**src/rtl/score_display_seq.sv**
```systemverilog
// score_display_seq - iterative double-dabble binary-to-BCD converter with registered 7-segment outputs.
// Each CONVERT cycle performs one add-3/shift step; results, overflow and segments are registered together on the last one.
module score_display_seq #(
  parameter int BIN_W          = 10,
  parameter int DIGITS         = 4,
  parameter int BLANK_LZ       = 1,
  parameter int SEG_ACTIVE_LOW = 1
) (
  input  logic                  clk,
  input  logic                  rst_n,
  input  logic [BIN_W-1:0]      bin_in,
  input  logic                  load,
  output logic                  busy,
  output logic                  done,
  output logic                  overflow,
  output logic [4*DIGITS-1:0]   bcd_out,
  output logic [7*DIGITS-1:0]   seg_out
);

  function automatic int scratch_digits(input int w);
    int v;
    int n;
    v = (1 << w) - 1;
    n = 1;
    while (v >= 10) begin
      v = v / 10;
      n = n + 1;
    end
    return n;
  endfunction

  function automatic logic [6:0] seg_lut(input logic [3:0] d);
    case (d)
      4'd0:    seg_lut = 7'b0111111;
      4'd1:    seg_lut = 7'b0000110;
      4'd2:    seg_lut = 7'b1011011;
      4'd3:    seg_lut = 7'b1001111;
      4'd4:    seg_lut = 7'b1100110;
      4'd5:    seg_lut = 7'b1101101;
      4'd6:    seg_lut = 7'b1111101;
      4'd7:    seg_lut = 7'b0000111;
      4'd8:    seg_lut = 7'b1111111;
      4'd9:    seg_lut = 7'b1101111;
      default: seg_lut = 7'b0000000;
    endcase
  endfunction

  // Walk from the most significant digit down so "all higher digits zero" is a running flag.
  function automatic logic [7*DIGITS-1:0] seg_encode(input logic [4*DIGITS-1:0] bcd,
                                                     input logic ovf);
    logic [7*DIGITS-1:0] r;
    logic                lead;
    logic [6:0]          pat;
    r    = '0;
    lead = 1'b1;
    for (int d = DIGITS - 1; d >= 0; d--) begin
      if (bcd[4*d +: 4] != 4'd0) lead = 1'b0;
      if ((BLANK_LZ != 0) && lead && (d > 0) && !ovf) pat = 7'b0000000;
      else pat = seg_lut(bcd[4*d +: 4]);
      if (SEG_ACTIVE_LOW != 0) pat = ~pat;
      r[7*d +: 7] = pat;
    end
    return r;
  endfunction

  localparam int SD = scratch_digits(BIN_W);
  // Scratch never narrower than the output so the result slice is always in range.
  localparam int SW = (SD > DIGITS) ? SD : DIGITS;
  localparam int CW = $clog2(BIN_W + 1);
  localparam logic [7*DIGITS-1:0] SEG_RST = seg_encode('0, 1'b0);

  typedef enum logic {IDLE, CONVERT} state_t;

  state_t              state, state_nx;
  logic [BIN_W-1:0]    shift_q, shift_nx, sh_sh;
  logic [4*SW-1:0]     scr_q, scr_nx, adj, scr_sh;
  logic [CW-1:0]       cnt_q, cnt_nx;
  logic                res_en;
  logic                ovf_nx;
  logic [4*DIGITS-1:0] bcd_nx;

  always_comb begin
    adj = scr_q;
    for (int d = 0; d < SW; d++) begin
      if (scr_q[4*d +: 4] > 4'd4) adj[4*d +: 4] = scr_q[4*d +: 4] + 4'd3;
    end
    {scr_sh, sh_sh} = {adj, shift_q} << 1;

    ovf_nx = 1'b0;
    for (int d = DIGITS; d < SW; d++) begin
      if (scr_sh[4*d +: 4] != 4'd0) ovf_nx = 1'b1;
    end
    bcd_nx = ovf_nx ? {DIGITS{4'h9}} : scr_sh[4*DIGITS-1:0];
  end

  always_comb begin
    state_nx = state;
    shift_nx = shift_q;
    scr_nx   = scr_q;
    cnt_nx   = cnt_q;
    res_en   = 1'b0;
    case (state)
      IDLE: begin
        if (load) begin
          shift_nx = bin_in;
          scr_nx   = '0;
          cnt_nx   = CW'(BIN_W);
          state_nx = CONVERT;
        end
      end
      CONVERT: begin
        shift_nx = sh_sh;
        scr_nx   = scr_sh;
        cnt_nx   = cnt_q - CW'(1);
        if (cnt_q == CW'(1)) begin
          res_en   = 1'b1;
          state_nx = IDLE;
        end
      end
      default: state_nx = IDLE;
    endcase
  end

  always_ff @(posedge clk or negedge rst_n) begin
    if (!rst_n) begin
      state    <= IDLE;
      shift_q  <= '0;
      scr_q    <= '0;
      cnt_q    <= '0;
      done     <= 1'b0;
      overflow <= 1'b0;
      bcd_out  <= '0;
      seg_out  <= SEG_RST;
    end else begin
      state   <= state_nx;
      shift_q <= shift_nx;
      scr_q   <= scr_nx;
      cnt_q   <= cnt_nx;
      done    <= res_en;
      if (res_en) begin
        overflow <= ovf_nx;
        bcd_out  <= bcd_nx;
        seg_out  <= seg_encode(bcd_nx, ovf_nx);
      end
    end
  end

  assign busy = (state == CONVERT);

endmodule

```
**config.mk**
```make
export PLATFORM = sky130hd
export DESIGN_NAME = score_display_seq
export DESIGN_NICKNAME = d
export VERILOG_FILES = /design/src/rtl/score_display_seq.sv
export SDC_FILE = /design/constraint.sdc
export NUM_CORES = 1
export LEC_CHECK = 0
export ABC_AREA = 0
export CAP_MARGIN = 20
export CORE_ASPECT_RATIO = 0.7
export CORE_MARGIN = 2
export CORE_UTILIZATION = 55
export CTS_CLUSTER_SIZE = 20
export DETAILED_ROUTE_END_ITERATION = 8
export GPL_TIMING_DRIVEN = 0
export PLACE_DENSITY = 0.83
export SETUP_SLACK_MARGIN = 0.2
export SYNTH_ARGS = -nofsm -noshare
export SYNTH_HDL_FRONTEND = slang
export SYNTH_SLANG_ARGS = --single-unit
```
**constraint.sdc**
```tcl
create_clock -name clk -period 3.96 [get_ports clk]
set_input_delay 0.792 -clock clk [delete_from_list [all_inputs] [get_ports clk]]
set_output_delay 0.792 -clock clk [all_outputs]
set_load 0.02 [all_outputs]
```
==> Word level (Yosys, flattened, before mapping) <==
Memory sizes are Yosys's and may differ from the RTL's.
Index checks and enable logic that the tools add are counted.
{ "op_classes": {"mul": 0, "div": 0, "add_sub_neg": 5, "shifts": 0, "magnitude_cmp": 4, "mux": 28, "n_reduce_logical": 3, "eq_ne": 2, "bitwise": 5} }
{ "ops": {"columns": ["operator", "n"], "rows": [
  ["7-bit 2-to-1 mux", 7],
  ["16-bit case mux with 2 select lines", 1],
  ["7-bit inverter", 4],
  ["10-bit case mux with 2 select lines", 1],
  ["4-bit by 3-bit greater-than comparator with 1-bit output (second input constant)", 4],
  ["16-bit 2-to-1 mux", 1],
  ["4-bit 2-to-1 mux", 4],
  ["4-bit by 2-bit adder with 4-bit output (second input constant)", 3],
  ["4-bit nonzero test", 3],
  ["1-bit 2-to-1 mux", 10],
  ["10-bit 2-to-1 mux", 1],
  ["4-bit case mux with 2 select lines", 1],
  ["4-bit by 1-bit equality test with 1-bit output (second input constant)", 1],
  ["4-bit by 1-bit subtractor with 4-bit output (second input constant)", 1],
  ["3-bit by 2-bit adder with 3-bit output (second input constant)", 1],
  ["3-bit 2-to-1 mux", 1],
  ["2-bit inequality test (second input constant)", 1],
  ["1-bit case mux with 2 select lines", 1],
  ["1-bit inverter", 1]
]} }
{ "word_totals": {"word_cells": 58, "latchBits": 0, "ramBits": 0, "ff_bits": 76, "inputBits": 13, "rom_bits": 448, "output_inout_bits": 47, "n_memories": 4} }
{ "mem_list": {"columns": ["name", "depth", "width", "read_ports", "rd_clocked_by_memory_dff", "wr", "line", "source"], "rows": [
  ["(no name shown)", 16, 7, 1, 0, 0, "33", "case (d)"],
  ["(no name shown)", 16, 7, 1, 0, 0, "33", null],
  ["(no name shown)", 16, 7, 1, 0, 0, "33", null],
  ["(no name shown)", 16, 7, 1, 0, 0, "33", null]
]} }

==> Depth between registers and ports, before layout <==
{ "logic_depth": {"depth_word": 12, "depth_mapped": 10, "ltp_nobuf": 10} }

==> Least setup slack after synthesis <==
No wires, ideal clock.
{ "synth_path": {"path_type": "reg-to-reg", "startpoint": "register scr_q[12]", "endpoint": "register seg_out[25]", "arrival_time_ps": 2071, "stages_incl_launch_ff": 11, "n_path_buf": 0, "slack_ps": 1805, "cell_sequence": "dfrtp_1 -> inv_1 -> ha_1 -> inv_1 -> a21oi_2 -> xnor2_1 -> inv_1 -> ha_1 -> or3_1 -> a31oi_1 -> a21oi_1"} }
{ "synth_between": {"elab_chain_len": 8} }
{ "synth_lines": {"columns": ["element", "line", "source"], "rows": [
  ["start: declaration", "76", "logic [4*SW-1:0] scr_q, scr_nx, adj, scr_sh;"],
  ["start signal: assignment", "137", "scr_q <= scr_nx;"],
  ["4-bit by 3-bit greater-than comparator with 1-bit output / 3-bit by 2-bit adder with 3-bit output (equally long branches)", "85", "if (scr_q[4*d +: 4] > 4'd4) adj[4*d +: 4] = scr_q[4*d +: 4] + 4'd3;"],
  ["3-bit 2-to-1 mux *", "85", null],
  ["via adj[12]", "76", null],
  ["parallel branches: the longest is 3 deep, another holds memory read 16 x 7 bit", null, null],
  ["7-bit 2-to-1 mux *", "58", "if ((BLANK_LZ != 0) && lead && (d > 0) && !ovf) pat = 7'b0000000;"],
  ["7-bit 2-to-1 mux *", "140", "if (res_en) begin"],
  ["7-bit inverter *", "60", "if (SEG_ACTIVE_LOW != 0) pat = ~pat;"],
  ["end signal: assignment", "143", "seg_out <= seg_encode(bcd_nx, ovf_nx);"],
  ["end: declaration", "17", "output logic [7*DIGITS-1:0] seg_out"]
]} }
Mark *: on every way through the listed nets, which the timed path passes. The select of a mux whose other input is x is not followed.
A chain may end at the register's enable or synchronous reset.

==> Worst setup path in the final report <==
{ "layout_path": {"startpoint": "register scr_q[12]", "endpoint": "register seg_out[9]"} }
{ "layout_between": {"elab_chain_len": 12} }
{ "layout_lines": {"columns": ["element", "line", "source"], "rows": [
  ["4-bit by 3-bit greater-than comparator with 1-bit output / 3-bit by 2-bit adder with 3-bit output (equally long branches)", "85", null],
  ["3-bit 2-to-1 mux *", "85", null],
  ["via adj[12]", "76", null],
  ["4-bit nonzero test *", "57", "if (bcd[4*d +: 4] != 4'd0) lead = 1'b0;"],
  ["1-bit 2-to-1 mux *", "57", null],
  ["1-bit 2-to-1 mux *", "140", null],
  ["1-bit 2-to-1 mux *", "57", null],
  ["1-bit 2-to-1 mux *", "140", null],
  ["1-bit 2-to-1 mux *", "57", null],
  ["1-bit 2-to-1 mux *", "140", null],
  ["7-bit 2-to-1 mux *", "58", null],
  ["7-bit 2-to-1 mux *", "140", null],
  ["7-bit inverter *", "60", null]
]} }
Mark *: on every way through the listed nets, which the timed path passes. The rest lies on a longest branch. The select of a mux whose other input is x is not followed.

==> summary.txt <==
Min path
  – Hold WC Path Type: input port to async pin

Timing
  – Final Max Tran Viols: 0
  – Peak Freq: 0.392 GHz
  – Final hold slack: 0.349 ns
  – Clk_skew: 0.00731 ns
  – Min cycle time layout: 2.55 ns
  – TNS Setup: 0 ns
  – Final number of hold-violating endpoints: 0
  – Endpoints failing setup: 0
  – Period utilisation layout: 0.644
  – Unrepaired setup endpoints after global routing: false
  – Slew margin rel.: 0.543
  – Worst-Margin Slew: 0.680 ns

Cells and area
  – Final core occ: 0.695
  – Share of cells above drive strength 1: 0.122
  – # diodes: 0
  – Finished Layout Cells: 605
  – Layout Nets: 544
  – P&R area growth vs syn: 22.9%
  – Filler cell count: 590

Yosys
  – Seq/Total Area, Yosys: 0.468
  – FF+latch count, synth: 76
  – Net count after synthesis: 474
  – Count of cell types in the netlist: 49
  – Post-Syn Area: 4120 µm²
  – Yosys warns: 0
  – Post-synth top area share: 0.328
  – Most used DFF post-synth: dfrtp_1
  – Post-synth EDFFs: 0
  – FFs w/ async S/R, synth: 1.00
  – Yosys top cell by area: dfrtp_1
  – Mapped Cells: 432
  – Syn_area_per_cell: 9.54 µm²
  – Largest cells by area after synthesis: dfrtp_1, dfstp_2, ha_1

Critical path
  – Buf+Inv Stages, Crit Path: 3
  – Crit-path leading delay family: compound AO/OA/AOI/OAI gates
  – Reg-to-Reg End: seg_out[9]
  – Startpoint Class: register
  – Worst-path cell chain: inv_1, ha_1, inv_1, a21oi_2, xnor2_1, inv_1, ha_1, and4_4, a41oi_4, a21oi_1
  – Crit path top cell by count: inv_1
  – R2R cell count: 10
  – R2r setup slk: 1.41 ns
  – Required @ worst endpoint: 4.23 ns
  – Critical Path AT: 2.82 ns
  – RR Startpoint: scr_q[12]
  – CP Max Fanout: 6
  – Slowest stage delay, CP: 0.47 ns
  – Crit end category: register
  – Slowest CP cell: xnor2_1
  – CP Class: register to register

Clocking
  – CTS Root Cell: clkbuf_8
  – Clk sinks: 76
  – Clk pin slew, worst setup/hold paths: 0.08 ns
  – Worst-Skew Late Latency: 0.36 ns
  – Htree depth: 3
  – TritonCTS buffer count: 9
  – Maximum clock insertion buffer count: 2
  – Hold Buf Count CTS: 0
  – Setup Fix Bufs, Post-CTS: 0
  – CTS tree: yes
  – Post-CTS Resized: 0

Detailed routing
  – Antenna Nets Post-Route: 0
  – TritonRoute pass-1 iters: 4
  – Remaining DRCs: 0
  – Initial drt markers: 210
  – Via density: 5.55
  – DR WL/cell: 15.9 µm
  – DR vias: 3356
  – WL final: 9610 µm

Floorplan
  – Initial Util: 0.565
  – Core region area: 7290 µm²
  – Row count: 26
  – Die width: 107 µm
  – Io pins: 60
  – Die H: 76.4 µm
  – Die area: 8210 µm²

Outcome
  – Status: finished, final reports clean

Job
  – Max Cap Violations: 0

Global route
  – Vias in the first global route: 3176
  – Initial antenna violation count: 0
  – Tot GR Track Use: 0.253
  – Largest net degree at the start of global routing: 49
  – Final global-route overflow total: 0
  – First-pass GRT wire length: 16200 µm

Placement
  – Placed Instances: 589
  – Post-DP HPWL: 7110 µm
  – Final Wtd Congestion: 0.915
  – Port Buffer Count: 58
[worst max path at each step]
stage | start | endpoint | depth (start not counted)
2_1_floorplan | scr_q[12] | seg_out[25] | 10
3_3_place_gp | rst_n | cnt_q[1] | 1
3_5_place_dp | load | scr_q[14] | 4
4_1_cts | scr_q[12] | seg_out[25] | 10
5_1_grt | scr_q[12] | seg_out[25] | 10
6_report | scr_q[12] | seg_out[9] | 10
[cell usage after synthesis (4+ instances only)]
| master | count |
|---|---|
| nand2_1 | 72 |
| dfrtp_1 | 54 |
| o21ai_0 | 45 |
| ha_1 | 29 |
| nor2_1 | 26 |
| a21oi_1 | 24 |
| inv_1 | 23 |
| dfstp_2 | 22 |
| mux2i_1 | 15 |
| clkbuf_1 | 12 |
| o22a_1 | 12 |
| nand2b_1 | 11 |
| o31ai_1 | 10 |
| nor3_1 | 7 |
| o21ai_1 | 7 |
| a21oi_2 | 5 |
| buf_2 | 5 |
| xnor2_1 | 5 |
| a21o_1 | 4 |
| nor2b_1 | 4 |
[sequential cells by signal (all words and copies together) (netlist names)]
| name | cells |
|---|---|
| scr_q | 16 |
| seg_out | 28 |
| cnt_q | 4 |
| busy | 1 |
| shift_q | 10 |
| bcd_out | 16 |
| done | 1 |
[placed cells by master, fill, tap and decap left out, drive strengths merged, types with 5 or more instances in the layout]
| cell | count |
|---|---|
| mux2i | 16 |
| o21ai | 53 |
| nand2 | 72 |
| xnor2 | 5 |
| a21oi | 30 |
| nand2b | 11 |
| buf | 9 |
| dfstp | 22 |
| clkdlybuf4s50 | 57 |
| o22a | 12 |
| dfrtp | 54 |
| o31ai | 10 |
| ha | 29 |
| clkbuf | 22 |
| nor3 | 7 |
| inv | 25 |
| nor2 | 26 |
[routing by layer]
metal / wire [µm] / track usage / vias to the layer above
li1: - / - / 1616
met1: 4560 / 0.365 / 1620
met2: 4260 / 0.380 / 104
met3: 597 / 0.0547 / 16
met4: 187 / 0.0821 / 0
met5: 0 / 0 / -
[layout make-up]
type	instances	area (µm²)	area share
Buffer	19	81.3	0.0161
Inverter	24	90.1	0.0178
Multi-Input combinational cell	313	2020	0.399
Sequential cell	76	1930	0.381
Clock buffer	10	128	0.0252
Clock inverter	6	88.8	0.0175
Tap cell	98	123	0.0242
Timing Repair Buffer	59	606	0.120
[kinds of logic after synthesis]
family                     Yosys count  share of synthesized area
muxes                               19                     0.0510
AOI/OAI and AO/OA                  120                      0.187
adders and majority gates           29                     0.0881
and+or+nand+nor                    137                      0.148
buffers and inverters               43                     0.0416
other                                1                   0.000910
DFF                                 76                      0.468
xor gates and xnor gates             7                     0.0149
[metrics by stage]
step           instance area [µm²]  worst slack [ns]
2_1_floorplan                 4120              1.81
3_3_place_gp                  4820            -0.453
6_report                      5060              1.41
4_1_cts                       5060              1.46
5_1_grt                       5060              1.24
3_5_place_dp                  4850              1.44
Power is left out: the tool's default activity adds up to more than one toggle a clock period on the data nets, which glitch-free logic cannot reach.
